===== config.mk =====
export PLATFORM = sky130hd
export DESIGN_NAME = lut_btb
export DESIGN_NICKNAME = d
export VERILOG_FILES = /design/src/rtl/lut_btb.sv
export SDC_FILE = /design/constraint.sdc
export NUM_CORES = 1
export LEC_CHECK = 0
export BUFFER_PORTS_ARGS = -buffer_cell sky130_fd_sc_hd__buf_2
export CAP_MARGIN = 10
export CORE_MARGIN = 10
export CORE_UTILIZATION = 55
export CTS_BUF_LIST = sky130_fd_sc_hd__clkbuf_8 sky130_fd_sc_hd__clkbuf_16
export CTS_CLUSTER_DIAMETER = 30
export CTS_CLUSTER_SIZE = 28
export DETAILED_ROUTE_END_ITERATION = 12
export PLACE_DENSITY = 0.8
export RECOVER_POWER = 50
export SLEW_MARGIN = 20
export SYNTH_ARGS = -nofsm -noshare
export SYNTH_HDL_FRONTEND = slang
export SYNTH_SLANG_ARGS = --single-unit

===== constraint.sdc =====
create_clock -name Clk -period 4 [get_ports Clk]
set_input_delay 0.6 -clock Clk [delete_from_list [all_inputs] [get_ports Clk]]
set_output_delay 0.6 -clock Clk [all_outputs]
set_load 0.05 [all_outputs]

===== src/rtl/lut_btb.sv =====
// Programmable branch-target table: pointer selects an absolute target or a PC-relative offset.
// One-cycle registered lookup; self-initialises to PC+DEFAULT_TGT via a post-reset sweep.
module lut_btb #(
  parameter int PC_width    = 10,
  parameter int ADDR_W      = 4,
  parameter int DEFAULT_TGT = 1
) (
  input  logic                Clk,
  input  logic                Reset_n,
  output logic                ready,
  input  logic                wr_en,
  input  logic [ADDR_W-1:0]   wr_addr,
  input  logic [PC_width-1:0] wr_data,
  input  logic                wr_rel,
  input  logic                rd_req,
  input  logic [ADDR_W-1:0]   rd_addr,
  input  logic [PC_width-1:0] pc_in,
  output logic                rd_valid,
  output logic [PC_width-1:0] target
);

  localparam int DEPTH = 1 << ADDR_W;
  localparam logic [ADDR_W-1:0]   LAST_PTR = ADDR_W'(DEPTH - 1);
  localparam logic [PC_width-1:0] DEF_DATA = PC_width'(DEFAULT_TGT);

  typedef enum logic {S_INIT, S_RUN} state_t;

  state_t                state_q, state_d;
  logic   [ADDR_W-1:0]   init_ptr;
  logic   [PC_width:0]   entries [DEPTH];

  logic                  sel_rel;
  logic   [PC_width-1:0] sel_data;

  always_comb begin
    state_d = state_q;
    if (state_q == S_INIT && init_ptr == LAST_PTR) state_d = S_RUN;
  end

  always_ff @(posedge Clk) begin
    if (!Reset_n) begin
      state_q  <= S_INIT;
      init_ptr <= '0;
      ready    <= 1'b0;
    end else begin
      state_q <= state_d;
      ready   <= (state_d == S_RUN);
      if (state_q == S_INIT && init_ptr != LAST_PTR) init_ptr <= init_ptr + ADDR_W'(1);
    end
  end

  // Storage is deliberately not reset; the INIT sweep restores defaults.
  always_ff @(posedge Clk) begin
    if (Reset_n) begin
      if (state_q == S_INIT) entries[init_ptr] <= {1'b1, DEF_DATA};
      else if (wr_en && ready) entries[wr_addr] <= {wr_rel, wr_data};
    end
  end

  // Write-first bypass when a same-cycle write hits the entry being read.
  always_comb begin
    sel_rel  = entries[rd_addr][PC_width];
    sel_data = entries[rd_addr][PC_width-1:0];
    if (wr_en && wr_addr == rd_addr) begin
      sel_rel  = wr_rel;
      sel_data = wr_data;
    end
  end

  always_ff @(posedge Clk) begin
    if (!Reset_n) begin
      rd_valid <= 1'b0;
      target   <= '0;
    end else if (rd_req && ready) begin
      rd_valid <= 1'b1;
      target   <= sel_rel ? pc_in + sel_data : sel_data;
    end else begin
      rd_valid <= 1'b0;
    end
  end

endmodule


Yosys cells after proc, flatten, opt, wreduce, memory -nomap -nowiden
Memory sizes are Yosys's and may differ from the RTL's. Cells that the tools add are included.

Reduce and logical (&&, ||, !) cells: 6. Bitwise operators: 1. Equal/unequal tests: 3. Multiplexer cells: 14. Add/sub/neg operators: 2.

Operators by type and width (count): two-way mux 10 bit (2); two-way mux 11 bit (1); OR reduction 11 bit (1); adder 10 bit (1); two-way mux 1 bit (10); logical AND 1 bit (5); adder 4 x 1 -> 4 bit, second input constant (1); == test 4 bit (1); == test 4 bit, second input constant (1); two-way mux 4 bit (1); != test 4 bit, second input constant (1); inverter 1 bit (1).

Memory bits (writable): 176. Memories: 1. Bits in registers: 16. Input bits: 33. Logic and storage cells: 31.

Memory list: entries (depth 16, bits a word 11, rd ports 1, clocked after memory_dff 0, write ports 1, RTL line 30) `logic [PC_width:0] entries [DEPTH];`.

Longest topological paths before layout
Word-level depth: 7. Mapped depth: 14.

Worst setup path after synthesis
No wires, ideal clock.

Path kind: input -> register. Start: input rd_addr[0]. End: register target[8]. Stages on the path: 14. Data required time: 3.880 ns. Arrival time: 3.907 ns. Path slack: -0.027 ns. Path through: buf_6 > buf_4 > mux4_2 > mux4_2 > mux2_2 > ha_1 > fa_1 > a21oi_1 > o21ai_0 > a2111oi_0 > or3_1 > a21oi_1 > a211oi_1 > nor2_1.

Word-level cells in the longest chain between the ends: 5. Elaborated cells on any way between the ends: 7. Classes of those cells: add/sub: 1; eq/ne: 1; mux: 3; reduce/logical: 1; memory: 1.

RTL lines: start: declaration (RTL line 16) `input logic [ADDR_W-1:0] rd_addr,`; parallel branches: the longest is 4 deep, another holds memory read (16 x 11 bit); two-way mux 10 bit * (RTL line 76) `target <= sel_rel ? pc_in + sel_data : sel_data;`; end signal: assignment (RTL line 76); end: declaration (RTL line 19) `output logic [PC_width-1:0] target`.

Every way passes the cells marked *. A chain may end at the register's enable or synchronous reset.

Worst setup path in the final report
Start: input rd_addr[0]. End: register target[7].

Same word-level chain as after synthesis.

==> summary.json <==
{
  "run_status": "finished clean",
  "placementRows": 44,
  "viasPerCell": 6.221,
  "drive_gt1_share_pct": 30.94,
  "power.static_leakage_uw": 0.003413,
  "tightestPinTransition_ps": 1113,
  "grt_overflow_total": 0,
  "initial_core_util_pct": 55.99,
  "setup_viol_count_final": 0,
  "overall_die_width_um": 141.4,
  "drt-total-wl_mm": 18.54,
  "detailed_place_hpwl_mm": 11.88,
  "final_hold_viol_count": 0,
  "n_fill_cell": 987,
  "post_synth_num_cell_types": 41,
  "count_of_max_cap_constraint_violations": 0,
  "dominantRegCellSynth": "edfxtp_1",
  "timing.setup.critical_path_class": "in2reg",
  "fp.dieArea_um2": 20000,
  "postSynthAreaPerCell_um2": 18.14,
  "synth-edff-count": 176,
  "drt_pass1_iterations": 5,
  "cp_data_required_time_ps": 4300,
  "relative_slew_slack_pct": 25.78,
  "rsz_0062_raised_after_global_routing": "no",
  "clk_root_buffer_cell": "clkbuf_16",
  "grt_antenna_before_repair": 0,
  "ys_ff_latch": 192,
  "post-route-min-period_ps": 3808,
  "synthToLayoutAreaGrowth_pct": 15.23,
  "drt_iter0_markers": 463,
  "synth.cell_area_um2": 8107,
  "buffer_ports.inserted": 44,
  "mostFrequentLayoutCell": "edfxtp_1",
  "design_area_um2": 9341,
  "netlist_instances": 447,
  "floorplan.io_pins": 45,
  "cp.arrival_ps": 4110,
  "hp-class": "reg2reg",
  "synth_sequential_area_ratio_pct": 69.15,
  "routability_congestion": 0.8614,
  "total_design_power_uw": 4112,
  "tritoncts": "done",
  "worst_setup_path_end_kind": "flop",
  "synth.net_count": 491,
  "multi_input_area_um2": 2391,
  "final_util_pct": 64.52,
  "grt_pass1_vias": 4682,
  "route.detailed.wl_per_inst_um": 25.50,
  "grt_usage_pct": 19.03,
  "final_std_cells_w_o_fill": 727,
  "grt_first_pass_wirelength_mm": 28.20,
  "irDropWorstVdd_v": 0.0002892,
  "maximum_number_of_pins_on_one_net_before_global_route_repair": 22,
  "cp_max_fo": 7,
  "synth_async_sr_flop_share_pct": 0,
  "fin_nets": 574,
  "numClockSinks": 192,
  "coreArea_um2": 14480,
  "clkLatencyLatePin_ps": 430,
  "floorplan.die.height_um": 141.4,
  "htreeDepth": 4,
  "mostFrequentLayoutCells": "edfxtp_1 (176), mux4_2 (54), buf_4 (37)",
  "antenna_cells": 0,
  "clock_tree.buffer_depth": 2,
  "crit_path_start_kind": "primary input",
  "placedInstanceArea_um2": 8791,
  "antenna_violating_nets_left": 0,
  "post-route-period-util_pct": 95.21,
  "number_of_placed_instances_taps_included": 695,
  "routed-via-count": 4523,
  "fmax_mhz": 262.6,
  "yosysWarningCount": 0,
  "clock-skew-final_ps": 11.06,
  "power-per-cell-area_nw_per_um2": 440.2,
  "report.final.slew_viol_count": 0,
  "drc": 0,
  "area.sequential_um2": 5605,
  "cts.reportedPaths.clkPinSlew_ps": 70,
  "cts_buffer_count": 17,
  "timing.setup.tns_ps": 0
}
[state kept, by name (all words and copies together), names as in the netlist]
signal	flops
state_q	1
entries	176
rd_valid	1
init_ptr	4
target	10
[per-stage QoR]
step / hold slack, ps / worst slack (ps)
finish: 470.1 / 191.7
global route: 490.5 / 13.69
CTS: 464.2 / 141.7
detailed placement: 455.0 / -261.7
global placement: 447.9 / -137.5
floorplan: 524.3 / 6.469
[power breakdown]
group          total (µW)  switching, µW  leakage, µW  internal, µW
combinational         319            169      0.00118           150
clock                1600            699     0.000277           904
sequential           2190           7.82      0.00196          2180
[kinds of logic after synthesis]
| logic type | after synthesis | share of synthesized area [%] |
|---|---|---|
| flops | 192 | 69.15 |
| simple gates | 79 | 4.970 |
| mux | 72 | 17.39 |
| compound gates | 53 | 3.781 |
| buf+inv | 28 | 1.621 |
| xor+xnor | 12 | 1.296 |
| fa+ha+maj | 11 | 1.790 |
[final timing paths]
| path | from | end | slack, ps | depth (start not counted) |
|---|---|---|---|---|
| worst max register to register | entries[15][0] | target[8] | 360 | 12 |
| worst min-delay path | target[1] | target[1] | 470 | 2 |
| worst min register to register | target[1] | target[1] | 470 | 2 |
| worst max-delay path | rd_addr[0] | target[7] | 190 | 13 |
[Yosys cell counts, types with 3 or more instances]
library cell	instances	area, µm²
xnor2_1	6	52.55
nor2b_1	3	18.77
inv_1	8	30.03
dfxtp_1	16	320.3
o21ai_1	3	15.01
mux2_2	11	123.9
mux4_2	54	1216
a21oi_1	16	80.08
nand2_1	12	45.04
nor3b_1	4	30.03
nor2_1	27	101.4
xor2_1	6	52.55
buf_2	6	30.03
o21ai_0	17	85.08
ha_1	10	125.1
mux2i_1	7	70.07
edfxtp_1	176	5285
and2_1	12	75.07
nor3_1	3	15.01
clkbuf_1	11	41.29
a31oi_1	5	31.28
nand3_1	7	35.03
[critical path: stages]
cell,delay [ps]
clkbuf_4,190
buf_4,190
mux4_2,500
mux4_2,470
mux2_2,330
ha_1,310
a211oi_1,240
o21ai_0,190
a2111oi_2,420
nor3_1,120
xor2_1,170
mux2i_1,260
a21oi_1,110
[routing by layer]
layer  vias up  track usage, %  wire length (µm)
li1       1960               -                 -
met1      2291           25.04              7478
met2       234           30.38              9027
met3        38           4.506              1606
met4         0           6.885               425
met5         -               0                 0
[repair_timing]
item                       CTS  global route
setup endpoints to repair    0             2
gates resized for setup      0             4
hold buffers                 0             0
setup buffers                0             0
[layout make-up]
class | count | share of cell area [%]
sequential | 192 | 60.01
clock inverter | 15 | 1.380
clock buffer | 17 | 4.554
timing repair buffer | 84 | 5.679
multi-input combinational | 227 | 25.60
inverter | 8 | 0.3215
tap | 184 | 2.465
No activity file was read; power rests on OpenSTA's default activity.
